--- src/rtl/picorv32_mem_arbiter_pkg.sv ---
// Shared definitions for the picorv32 memory-port arbiter: FSM state
// encoding, the EBREAK opcode used as timeout read data, and a small
// wrapping-add helper used for round-robin pointer arithmetic.
package picorv32_mem_arbiter_pkg;

  typedef enum logic {
    ST_IDLE = 1'b0,
    ST_BUSY = 1'b1
  } arb_state_t;

  // EBREAK instruction: a fetch that times out traps instead of executing garbage
  localparam logic [31:0] EBREAK_OPCODE = 32'h0010_0073;

  // (base + offset) mod modulus, assuming both operands are already below modulus
  function automatic int wrap_add(input int base, input int offset, input int modulus);
    int sum;
    sum = base + offset;
    return (sum >= modulus) ? (sum - modulus) : sum;
  endfunction

endpackage

--- src/rtl/picorv32_rr_pick.sv ---
// Round-robin requester selection: scans the request vector starting at
// ptr and wrapping around, returning the first requester as a one-hot
// vector and as a binary index. Purely combinational.
module picorv32_rr_pick
  import picorv32_mem_arbiter_pkg::*;
#(
  parameter int N     = 2,
  parameter int IDX_W = (N > 1) ? $clog2(N) : 1
) (
  input  logic [N-1:0]     req,
  input  logic [IDX_W-1:0] ptr,
  output logic [N-1:0]     onehot,
  output logic [IDX_W-1:0] idx
);

  logic found;

  // Walk offsets 0..N-1 from ptr; the first requesting slot wins
  always_comb begin
    onehot = '0;
    idx    = '0;
    found  = 1'b0;
    for (int k = 0; k < N; k++) begin
      for (int j = 0; j < N; j++) begin
        if (!found && req[j] && (j == wrap_add(int'(ptr), k, N))) begin
          onehot[j] = 1'b1;
          idx       = IDX_W'(j);
          found     = 1'b1;
        end
      end
    end
  end

endmodule

--- src/rtl/picorv32_mem_arbiter.sv ---
// Shares one picorv32 native memory port among NUM_MASTERS requesters.
// Round-robin grant, a single outstanding transfer, registered request
// path toward memory, and a watchdog that force-completes hung transfers
// with TIMEOUT_RDATA so nothing upstream can deadlock.
module picorv32_mem_arbiter
  import picorv32_mem_arbiter_pkg::*;
#(
  parameter int          NUM_MASTERS    = 2,
  parameter int          TIMEOUT_CYCLES = 64,
  parameter logic [31:0] TIMEOUT_RDATA  = EBREAK_OPCODE
) (
  input  logic                     clk,
  input  logic                     reset,
  input  logic [NUM_MASTERS-1:0]   m_valid,
  input  logic [NUM_MASTERS-1:0]   m_instr,
  input  logic [32*NUM_MASTERS-1:0] m_addr,
  input  logic [32*NUM_MASTERS-1:0] m_wdata,
  input  logic [4*NUM_MASTERS-1:0] m_wstrb,
  output logic [NUM_MASTERS-1:0]   m_ready,
  output logic [31:0]              m_rdata,
  output logic                     mem_valid,
  output logic                     mem_instr,
  output logic [31:0]              mem_addr,
  output logic [31:0]              mem_wdata,
  output logic [3:0]               mem_wstrb,
  input  logic                     mem_ready,
  input  logic [31:0]              mem_rdata,
  output logic [NUM_MASTERS-1:0]   grant,
  output logic                     timeout_err
);

  localparam int IDX_W = (NUM_MASTERS > 1) ? $clog2(NUM_MASTERS) : 1;
  // Counter must reach TIMEOUT_CYCLES-1; keep at least one bit when the watchdog is off
  localparam int WD_W = (TIMEOUT_CYCLES > 0) ? $clog2(TIMEOUT_CYCLES + 1) : 1;
  localparam bit WD_EN = (TIMEOUT_CYCLES != 0);
  localparam logic [WD_W-1:0] WD_LAST = (TIMEOUT_CYCLES > 0) ? WD_W'(TIMEOUT_CYCLES - 1) : '0;
  localparam logic [WD_W-1:0] WD_MAX  = '1;

  arb_state_t state, state_next;

  logic [IDX_W-1:0]       rr_ptr;
  logic [IDX_W-1:0]       g_idx;
  logic [WD_W-1:0]        wd_cnt;
  logic [NUM_MASTERS-1:0] pick_onehot;
  logic [IDX_W-1:0]       pick_idx;
  logic                   any_req;
  logic                   load;
  logic                   done;
  logic                   timeout_fire;

  logic                   sel_instr;
  logic [31:0]            sel_addr;
  logic [31:0]            sel_wdata;
  logic [3:0]             sel_wstrb;

  assign any_req = |m_valid;

  picorv32_rr_pick #(
    .N     (NUM_MASTERS),
    .IDX_W (IDX_W)
  ) u_pick (
    .req    (m_valid),
    .ptr    (rr_ptr),
    .onehot (pick_onehot),
    .idx    (pick_idx)
  );

  // AND-OR mux of the selected master's request fields
  always_comb begin
    sel_instr = 1'b0;
    sel_addr  = '0;
    sel_wdata = '0;
    sel_wstrb = '0;
    for (int j = 0; j < NUM_MASTERS; j++) begin
      if (pick_onehot[j]) begin
        sel_instr = sel_instr | m_instr[j];
        sel_addr  = sel_addr  | m_addr[32*j +: 32];
        sel_wdata = sel_wdata | m_wdata[32*j +: 32];
        sel_wstrb = sel_wstrb | m_wstrb[4*j +: 4];
      end
    end
  end

  // FSM state register
  always_ff @(posedge clk or posedge reset) begin
    if (reset) begin
      state <= ST_IDLE;
    end else begin
      state <= state_next;
    end
  end

  // Next-state decode plus the combinational completion path back to the masters
  always_comb begin
    state_next   = state;
    load         = 1'b0;
    done         = 1'b0;
    timeout_fire = 1'b0;
    m_ready      = '0;
    m_rdata      = '0;
    case (state)
      ST_IDLE: begin
        if (any_req) begin
          load       = 1'b1;
          state_next = ST_BUSY;
        end
      end
      ST_BUSY: begin
        m_rdata = mem_rdata;
        if (mem_ready) begin
          m_ready    = grant;
          done       = 1'b1;
          state_next = ST_IDLE;
        end else if (WD_EN && (wd_cnt == WD_LAST)) begin
          m_ready      = grant;
          m_rdata      = TIMEOUT_RDATA;
          timeout_fire = 1'b1;
          done         = 1'b1;
          state_next   = ST_IDLE;
        end
      end
      default: begin
        state_next = ST_IDLE;
      end
    endcase
  end

  // Registered request path, grant bookkeeping, round-robin pointer and watchdog
  always_ff @(posedge clk or posedge reset) begin
    if (reset) begin
      mem_valid   <= 1'b0;
      mem_instr   <= 1'b0;
      mem_addr    <= '0;
      mem_wdata   <= '0;
      mem_wstrb   <= '0;
      grant       <= '0;
      g_idx       <= '0;
      rr_ptr      <= '0;
      wd_cnt      <= '0;
      timeout_err <= 1'b0;
    end else begin
      timeout_err <= timeout_fire;
      if (load) begin
        mem_valid <= 1'b1;
        mem_instr <= sel_instr;
        mem_addr  <= sel_addr;
        mem_wdata <= sel_wdata;
        mem_wstrb <= sel_wstrb;
        grant     <= pick_onehot;
        g_idx     <= pick_idx;
        wd_cnt    <= '0;
      end else if (done) begin
        mem_valid <= 1'b0;
        grant     <= '0;
        rr_ptr    <= IDX_W'(wrap_add(int'(g_idx), 1, NUM_MASTERS));
      end else if ((state == ST_BUSY) && (wd_cnt != WD_MAX)) begin
        wd_cnt <= wd_cnt + 1'b1;
      end
    end
  end

endmodule

--- config.mk ---
export PLATFORM = sky130hd
export DESIGN_NAME = picorv32_mem_arbiter
export DESIGN_NICKNAME = d
export VERILOG_FILES = /design/src/rtl/picorv32_mem_arbiter_pkg.sv /design/src/rtl/picorv32_rr_pick.sv /design/src/rtl/picorv32_mem_arbiter.sv
export SDC_FILE = /design/constraint.sdc
export NUM_CORES = 1
export LEC_CHECK = 0
export CAP_MARGIN = 0
export CORE_MARGIN = 8
export CORE_UTILIZATION = 35
export DETAILED_ROUTE_END_ITERATION = 8
export PLACE_DENSITY = 0.89
export SLEW_MARGIN = 20
export SYNTH_ARGS = -nofsm -noshare
export SYNTH_HDL_FRONTEND = slang
export SYNTH_SLANG_ARGS = --single-unit
--- constraint.sdc ---
create_clock -name clk -period 2.8 [get_ports clk]
set_input_delay 0.42 -clock clk [delete_from_list [all_inputs] [get_ports clk]]
set_output_delay 0.42 -clock clk [all_outputs]
set_load 0.05 [all_outputs]
==> impl_results.md, run 1 <==
- Design area: between 7000 and 8000 sq um
- P_sw: 3.38 mW
- Synth Area in Compound Gates: 0.258
- Max-slew violations: 0
- Clk sinks: 83
- Crit-path max FO: 6
- Setup Fix Bufs, Post-CTS: 0
- Synth Area in Adders: 0.00311
- Final period util: 0.931
- Vias in the first global route: 4549
- Gr ovfl total: 0
- VDD IR-drop max: about 560 uV
- ANT cells: 0
- Post-Synth XOR/XNOR Area: 0
- First-pass GRT wire length: 23200 um
- Post-route minimum period: 2.61 ns
- Top post-synthesis cells by area: dfrtp_1 52%, a32oi_1 9.2%, and2_1 9.0%
- Synthesized area per cell: between 10 and 15 sq um
- Final Hold Viols: 0
- Req. time, crit path: approximately 2.4 ns
- Drt via density: 5.22
- CTS clk-pin slew, worst paths: 0.06 ns
- Initial Util: 0.355
- Count of different cell masters after synthesis: 34
- Nature of the critical path startpoint: register
- DRT Pass-1 Iters: 4
- Initial antenna violation count: 0
- Sequential Power Share: 0.253
- Worst EP arrival: 2.19 ns
- PostCTS Resize Cnt: 0
- Worst slew pin tran: ~0.9 ns
- Sw Share: 0.448
- Drt drc: 0
- Clk_lat worst skew: 0.33 ns
- Via count: roughly 4200
- Pint: about 4.2 mW
- Die Width: 123 um
- Hold crit path type: register to register
- P_leak: 3.12 nW
- Synthesis-to-finish area growth: 90.5%
- Status: finished, final reports clean
- CTS tree: built
- Crit path capture type: output port
- Final setup viols: 0
- Placer Congestion: 0.805
- Largest family of logic cells by synthesized area: compound AO/OA/AOI/OAI gates
- Post-synthesis sequential area ratio: 0.517
- Number of port buffers: 281
- Final Power: about 7.5 mW
- Total Wirelength: 15500 um
- Most frequent cells in the layout: 246 x clkdlybuf4s50_1, 83 x dfrtp_1, 58 x and2_1
- Rows: 39
- Comb power frac: 0.563
- Die Ht: between 100 and 150 um
- Final #Nets: roughly 830
- Antenna Nets Post-Route: 0
- Layout cell share with drive strength beyond 1: 0.102
- Hold bufs inserted after CTS: 0
- Core ar.: 11300 sq um
- FF/Latch Area: approximately 2100 sq um
- RSZ-0062 raised after global routing: no
- Mapped cell area: ~4000 sq um
- YS warnings: 0
- Total global-route track usage: 0.194
- # IOs: 282
- Maxcap violations: 0
- CP Class: register to output port
- Clk_skew: roughly 0.0052 ns
- Post-synthesis register bit count: between 80 and 90
- CTS H-tree depth: 3
- Max Freq: 384 MHz
- Area of the multi-input gates: 1770 sq um
- Post-Route Setup TNS: 0 ns
- Slew margin rel.: 0.412
- Mux cell area share after synthesis: 0.00997
- Largest net degree at the start of global routing: between 60 and 70
- Simple-gate share of the synthesized area: 0.162
- Clk network pwr share: 0.185
- Most common cell after layout, fill and taps aside: clkdlybuf4s50_1
- TritonCTS buffer count: 9
- Power Dens Cells: 985 nW/um^2
- DR WL/cell: 19.3 um
- Placed inst area: roughly 7300 sq um
- Synth Net Count: 564
- Syn Inst Count: 388
- Post-synth top area share: 0.517
- HPWL Detailed: 12100 um
- Fillers: 819
- Longest Clk Path Bufs: 2
- DR iter-0 viols: 368
- Leading area contributor after synthesis: dfrtp_1
- Overall die area: around 15000 sq um
- Root Buffer: clkbuf_16
[sequential cells by signal (all words and copies together) (netlist names)]
| signal | cells |
|---|---|
| mem_addr | 32 |
| grant | 2 |
| mem_instr | 1 |
| wd_cnt | 7 |
| state | 1 |
| mem_wstrb | 4 |
| timeout_err | 1 |
| mem_wdata | 32 |
| g_idx | 1 |
| mem_valid | 1 |
| rr_ptr | 1 |
[metal layers]
| metal | vias to the layer above | share of wire | track usage |
|---|---|---|---|
| met5 | - | 0 | 0 |
| met4 | 0 | 0.017 | 0.0564 |
| met3 | 23 | 0.12 | 0.0845 |
| met2 | 220 | 0.51 | 0.354 |
| met1 | 1971 | 0.35 | 0.197 |
| li1 | 1970 | - | - |
[per-stage QoR]
stage | std cells | setup WS (ns) | hold WS [ns] | utilization
floorplan | 388 | 0.243 | 0.427 | -
global placement | 785 | 0.572 | 0.435 | 0.643
finish | 801 | 0.194 | 0.454 | 0.676
detailed placement | 785 | 0.470 | 0.450 | 0.643
global route | 801 | 0.0688 | 0.470 | 0.676
CTS | 801 | 0.152 | 0.450 | 0.675
[worst max-delay path, stage by stage (launching register included)]
cell and delay (ns):
dfrtp_1 0.41, ha_1 0.24, nand4_1 0.31, o41ai_2 0.35, buf_4 0.21, and2_1 0.18, buf_12 0.15
[cell usage after synthesis]
cell type,number
nand2b_1,2
and3_4,1
o21ai_0,46
a211oi_1,3
a31oi_1,2
buf_6,3
nor2b_1,1
o21bai_1,3
a21boi_2,1
a32oi_1,42
and3_1,1
o21a_1,6
ha_1,1
dfrtp_1,83
nor4_1,1
nand4b_1,1
nand2_1,49
nor3_1,3
nor3b_1,1
nand4_1,1
o41ai_2,1
mux2i_1,4
nor4_2,1
o21ba_4,1
a41oi_1,1
buf_2,13
and2_1,58
nor2_1,1
and4_1,1
inv_1,7
clkbuf_1,20
a21o_1,1
a21oi_1,1
a221o_1,27
[power groups by stage]
stage               registers [mW]  logic (mW)  clock network (mW)
floorplan                     3.32        1.10                   0
global placement              1.89        4.18                   0
detailed placement            1.92        4.27                   0
CTS                           1.91        4.28                1.42
global route                  1.96        4.45                1.48
finish                        1.91        4.24                1.39
[cells by family (layout without fill, tap and decap cells)]
kind of cell             after synthesis  after routing
flip-flops                            83             83
adder cells (fa/ha/maj)                1              1
multiplexers                           4              4
buffers and inverters                 43            313
AND/OR/NAND/NOR                      122            122
AO/OA/AOI/OAI                        135            135
[area by class of cell]
class	instances	area share
timing repair buffer	290	0.423
sequential	83	0.271
multi-input combinational	262	0.231
clock buffer	11	0.0330
tap	143	0.0234
clock inverter	5	0.0141
inverter	7	0.00360
[worst paths after layout]
path / endpoint / cells after the start / from / slack (ns)
setup / recovery: m_ready[1] / 6 / wd_cnt[0]$_DFFE_PP0P_ / 0.19
hold / removal: rr_ptr$_DFFE_PP0P_ / 1 / g_idx$_DFFE_PP0N_ / 0.45
setup reg to reg: rr_ptr$_DFFE_PP0P_ / 5 / wd_cnt[0]$_DFFE_PP0P_ / 1.02
hold reg to reg: rr_ptr$_DFFE_PP0P_ / 1 / g_idx$_DFFE_PP0N_ / 0.45
max in group asynchronous: mem_wstrb[0]$_DFFE_PP0N_ / 3 / reset / 1.56
min in group asynchronous: mem_addr[9]$_DFFE_PP0N_ / 2 / reset / 0.57
(Power assumes the default switching activity.)
==> run 2, diff against run 1 <==
Settings changed: ABC_CLOCK_PERIOD_IN_PS set to 2800, GPL_ROUTABILITY_DRIVEN set to 1.
==> results of run 2 <==
Final layout, timing and power as in run 1 (identical DEF).
